===== src/rtl/alu_16.sv =====
// 16-bit execute-unit ALU: combinational result with z/v/n flags, plus a status register loaded on flag_we.
// Optional carry flag (c, c_q) is enabled by defining ALU_16_CARRY_EN.

`ifndef ALU_ADD
`define ALU_ADD 3'd0
`endif
`ifndef ALU_SUB
`define ALU_SUB 3'd1
`endif
`ifndef ALU_AND
`define ALU_AND 3'd2
`endif
`ifndef ALU_OR
`define ALU_OR 3'd3
`endif
`ifndef ALU_XOR
`define ALU_XOR 3'd4
`endif
`ifndef ALU_NOT
`define ALU_NOT 3'd5
`endif
`ifndef ALU_SHL
`define ALU_SHL 3'd6
`endif
`ifndef ALU_SHR
`define ALU_SHR 3'd7
`endif

module alu_16 #(
  parameter int WIDTH = 16
) (
  input  logic             clk,
  input  logic             rst_n,
  input  logic [2:0]       alu_op,
  input  logic [WIDTH-1:0] alu_a,
  input  logic [WIDTH-1:0] alu_b,
  input  logic             flag_we,
  output logic [WIDTH-1:0] alu_out,
  output logic             z,
  output logic             v,
  output logic             n,
`ifdef ALU_16_CARRY_EN
  output logic             c,
  output logic             c_q,
`endif
  output logic             z_q,
  output logic             v_q,
  output logic             n_q
);

  logic [3:0]       shamt;
  logic [WIDTH-1:0] sum;
  logic [WIDTH-1:0] diff;
  logic             z_d;
  logic             v_d;
  logic             n_d;

  assign shamt = alu_b[3:0];
  assign sum   = alu_a + alu_b;
  assign diff  = alu_a - alu_b;

  always_comb begin
    alu_out = '0;
    v       = 1'b0;
    n       = 1'b0;
    case (alu_op)
      `ALU_ADD: begin
        alu_out = sum;
        v       = (alu_a[WIDTH-1] == alu_b[WIDTH-1]) && (sum[WIDTH-1] != alu_a[WIDTH-1]);
        n       = sum[WIDTH-1];
      end
      `ALU_SUB: begin
        alu_out = diff;
        v       = (alu_a[WIDTH-1] != alu_b[WIDTH-1]) && (diff[WIDTH-1] != alu_a[WIDTH-1]);
        n       = diff[WIDTH-1];
      end
      `ALU_AND: alu_out = alu_a & alu_b;
      `ALU_OR:  alu_out = alu_a | alu_b;
      `ALU_XOR: alu_out = alu_a ^ alu_b;
      `ALU_NOT: alu_out = ~alu_a;
      `ALU_SHL: alu_out = alu_a << shamt;
      `ALU_SHR: alu_out = alu_a >> shamt;
      default:  alu_out = '0;
    endcase
    z = (alu_out == '0);
  end

`ifdef ALU_16_CARRY_EN
  // Widened copies expose the bit that falls off the end of each operation.
  logic [WIDTH:0]     sum_ext;
  logic [WIDTH:0]     diff_ext;
  logic [2*WIDTH-1:0] shl_ext;
  logic [2*WIDTH-1:0] shr_ext;
  logic               c_d;

  assign sum_ext  = {1'b0, alu_a} + {1'b0, alu_b};
  assign diff_ext = {1'b0, alu_a} - {1'b0, alu_b};
  assign shl_ext  = {{WIDTH{1'b0}}, alu_a} << shamt;
  assign shr_ext  = {alu_a, {WIDTH{1'b0}}} >> shamt;

  always_comb begin
    c = 1'b0;
    case (alu_op)
      `ALU_ADD: c = sum_ext[WIDTH];
      `ALU_SUB: c = diff_ext[WIDTH];
      `ALU_SHL: c = shl_ext[WIDTH];
      `ALU_SHR: c = shr_ext[WIDTH-1];
      default:  c = 1'b0;
    endcase
  end

  always_comb begin
    c_d = c_q;
    if (flag_we) c_d = c;
  end

  always_ff @(posedge clk or negedge rst_n) begin
    if (!rst_n) c_q <= 1'b0;
    else        c_q <= c_d;
  end
`endif

  always_comb begin
    z_d = z_q;
    v_d = v_q;
    n_d = n_q;
    if (flag_we) begin
      z_d = z;
      v_d = v;
      n_d = n;
    end
  end

  always_ff @(posedge clk or negedge rst_n) begin
    if (!rst_n) begin
      z_q <= 1'b0;
      v_q <= 1'b0;
      n_q <= 1'b0;
    end else begin
      z_q <= z_d;
      v_q <= v_d;
      n_q <= n_d;
    end
  end

endmodule


===== config.mk =====
export PLATFORM = sky130hd
export DESIGN_NAME = alu_16
export DESIGN_NICKNAME = d
export VERILOG_FILES = /design/src/rtl/alu_16.sv
export SDC_FILE = /design/constraint.sdc
export NUM_CORES = 1
export LEC_CHECK = 0
export BUFFER_PORTS_ARGS = -buffer_cell sky130_fd_sc_hd__buf_2
export CAP_MARGIN = 20
export CORE_MARGIN = 2
export CORE_UTILIZATION = 35
export CTS_CLUSTER_SIZE = 24
export DETAILED_ROUTE_END_ITERATION = 7
export PLACE_DENSITY = 0.58
export RECOVER_POWER = 25
export SYNTH_ARGS = -nofsm -noshare
export SYNTH_HDL_FRONTEND = slang
export SYNTH_SLANG_ARGS = --single-unit

===== constraint.sdc =====
create_clock -name clk -period 16.4 [get_ports clk]
set_input_delay 4.1 -clock clk [delete_from_list [all_inputs] [get_ports clk]]
set_output_delay 4.1 -clock clk [all_outputs]
set_load 0.005 [all_outputs]

==> impl_metrics.toml <==
[status]
outcome = "finished with violations"
violations = "design-rule violations, max-capacitance violations, max-slew violations"

[global_route]
use_met3_pct = 2.89
met1_usage_pct = 34.3
grt_pass1_wl_um = 25400
antenna_found_initial = 0
grt_pass1_vias = 4608
use_met2_pct = 40.5
track_usage_pct = 24.7
grt-ovfl-total = 0
busiest_layer = "met2"
grt_max_degree = 60

[sta]
finalHoldViolations = 0
setup_viol_count_final = 0
finClkSkew_ns = 0
whs_ns = 0.491
maxSlewViolCount = 38
maxSlewHeadroom_pct = -11.9
grt_setup_unrepaired = "false"
fin_tns_setup_ns = 0
fin_crit_sh_pct = 83.9
min_period_ns = 13.76
tightest_slew_ns = 1.68
fmax_ghz = 0.0727

[cts]
cts_tree = "yes"
htree_num_levels = 1
postCtsHoldBufs = 0
root_buffer = "clkbuf_16"
clockBufferDepth = 2
cts_resized = 0
cts_buffers = 3
clock-sinks = 3
post_cts_buffers = 0
path_clk_slew_ns = 0.03
worstSkewPairLatency_ns = 0.22

[critical_path]
endpoint_kind = "output pin"
rr_startpoint = "n_q"
critPathMaxStageDelay_ns = 1.30
worstPathRequired_ns = 12.30
cp_cell_sequence = "clkbuf_1 > clkinv_1 > fa_1 > nand2b_1 > a2111oi_4 > o211ai_1 > nand3_1 > a31o_2 > or4_1 > nor4_2 > nand4_1 > nor3_1 > buf_2"
cp-startpoint = "alu_b[1]"
start_kind = "input port"
path_max_fanout = 37
crit_slowest_cell = "clkinv_1"
critical_path_class = "in2out"
cp_data_arrival_time_ns = 9.66

[power]
power_density_nw_per_um2 = 44.1
p_sw_share_pct = 50.5
switchingPower_mw = 0.101
p_comb_share_pct = 76.3
seq_power_share_pct = 4.3
ir_drop_v = 0.0000351
power_frac_clock_pct = 19.4
p_int_mw = 0.0987
power_leakage_nw = 2.01

[detailed_routing]
finalWirelength_um = 16400
routed-via-count = 4860
viasPerCell = 6.50
drc_errors = 2
drt_first_pass_iters = 8
post_drt_wl_per_cell_um = 21.9
drtAntennaViolNets = 0
drtIter0Drc = 657

[place]
portBuffers = 59
dpl.hpwl_um = 12800
place.gp.congestion = 1.01
place_area_um2 = 4440

[floorplanning]
start_util_pct = 36.1
io_pins = 60
die_area_um2 = 12700
core_area_um2 = 11500
fp-row-count = 39
die_w_um = 113
die_y_um = 113

[synth]
yosysSeqAreaShare_pct = 1.81
synth_area_leader_cell = "ha_1"
syn_area_um2 = 4150
synth_edf_count = 0
synthArstFlopShare_pct = 100
synth-main-ff-cell = "dfrtp_1"
synth_warnings = 0
synth_area_leaders = "ha_1 (14%), mux2i_1 (6.0%), mux4_2 (6.0%)"
netlist_instances = 582
synth_cell_type_count = 77
synth_top_cell_area_share_pct = 14.5
syn_nets = 670
ys_seq_elements = 3
avgSynthCellArea_um2 = 7.12

[hold_path]
min_path_type = "reg2reg"
hp-start = "z_q"

[final_layout]
fin_util_pct = 39.4
diodes = 0
drive_above_1_share_pct = 16.5
finish.instance_area_um2 = 4520
finalNetCount = 694
syn2layout_area_growth_pct = 9.02

[flow_run]
maxCapViolCount = 1
## through the flow
step	power, mW	setup WS, ns	std cells
floorplan	0.109	4.93	582
global placement	0.155	3.84	744
detailed placement	0.156	3.71	744
CTS	0.197	3.72	748
global route	0.213	2.16	748
finish	0.199	2.64	748
## critical path: cells and delay by family
kind                     cells  cell delay, ns
AO/OA/AOI/OAI                3            0.62
buffers and inverters        3            2.63
adder cells (fa/ha/maj)      1            0.82
AND/OR/NAND/NOR              6            1.49
## worst paths after layout
check,end,slack (ns),depth (start not counted)
min in group asynchronous,z_q,3.69,1
min reg2reg,z_q,0.49,2
max,z,2.64,13
max reg2reg,n_q,15.65,1
max in group asynchronous,n_q,12.54,1
min,z_q,0.49,2
## cells in the final DEF, fill, tap and decap left out, drive strengths merged, types with 7 or more instances in the layout
| cell type | synthesis | layout |
|---|---|---|
| o211ai | 12 | 12 |
| clkbuf | 21 | 7 |
| a21oi | 40 | 40 |
| o21ai | 29 | 29 |
| nand2 | 35 | 35 |
| mux2 | 15 | 15 |
| nand3 | 12 | 12 |
| a211o | 7 | 7 |
| inv | 49 | 49 |
| xnor2 | 10 | 10 |
| ha | 48 | 48 |
| o22ai | 8 | 8 |
| nor4 | 7 | 7 |
| nor3 | 9 | 9 |
| buf | 23 | 60 |
| a21o | 9 | 9 |
| nand4 | 8 | 8 |
| mux2i | 25 | 25 |
| nor2b | 9 | 9 |
| a211oi | 16 | 16 |
| a31oi | 9 | 9 |
| nor2 | 62 | 62 |
| nand2b | 13 | 13 |
| mux4 | 11 | 11 |
## metal layers
layer  vias to the layer above  part of all wire [%]
met5                         -                     0
met4                         0                   3.0
met3                        33                   8.8
met2                       270                    46
met1                      2346                    42
li1                       2211                     -
## power groups by stage
stage / sequential (mW) / clock (mW) / combinational [mW]
finish: 0.00863 / 0.0387 / 0.152
global route: 0.00871 / 0.0404 / 0.164
CTS: 0.00859 / 0.0394 / 0.149
detailed placement: 0.00865 / 0 / 0.148
global placement: 0.00857 / 0 / 0.146
floorplan: 0.00868 / 0 / 0.101
## final cells by class
cell class	instances	area, um^2
Clock buffer	4	78.8
Timing Repair Buffer	63	322
Multi-Input combinational cell	485	3680
Fill cell	1240	6950
Tap cell	143	179
Inverter	50	188
Sequential cell	3	75.1
## logic make-up (layout without fill, tap and decap cells)
group | after synthesis | in the layout | share of synthesized area, %
buffers and inverters | 94 | 117 | 9.48
AOI/OAI and AO/OA | 191 | 191 | 32.9
muxes | 51 | 51 | 16.3
adders and majority gates | 50 | 50 | 15.5
and+or+nand+nor | 181 | 181 | 21.6
DFF | 3 | 3 | 1.81
xor gates and xnor gates | 12 | 12 | 2.54
## cells in the mapped netlist, drive strengths merged (4+ instances only)
master / instances
o22ai: 8
a221oi: 5
nor2: 62
nor2b: 9
o221ai: 4
a21oi: 40
o21ai: 29
mux4: 11
xnor2: 10
nor4: 7
nand3: 12
mux2: 15
nand2b: 13
a211oi: 16
mux2i: 25
a211o: 7
o211ai: 12
a32oi: 5
ha: 48
buf: 23
a311oi: 4
or2: 4
and3: 6
nand4: 8
nor3: 9
inv: 49
nand2: 35
clkbuf: 21
a22oi: 4
a31oi: 9
a21o: 9
## sequential cells by signal (all words and copies together), names as in the netlist
register  count
n_q           1
v_q           1
z_q           1
No activity file was read; power rests on OpenSTA's default activity.
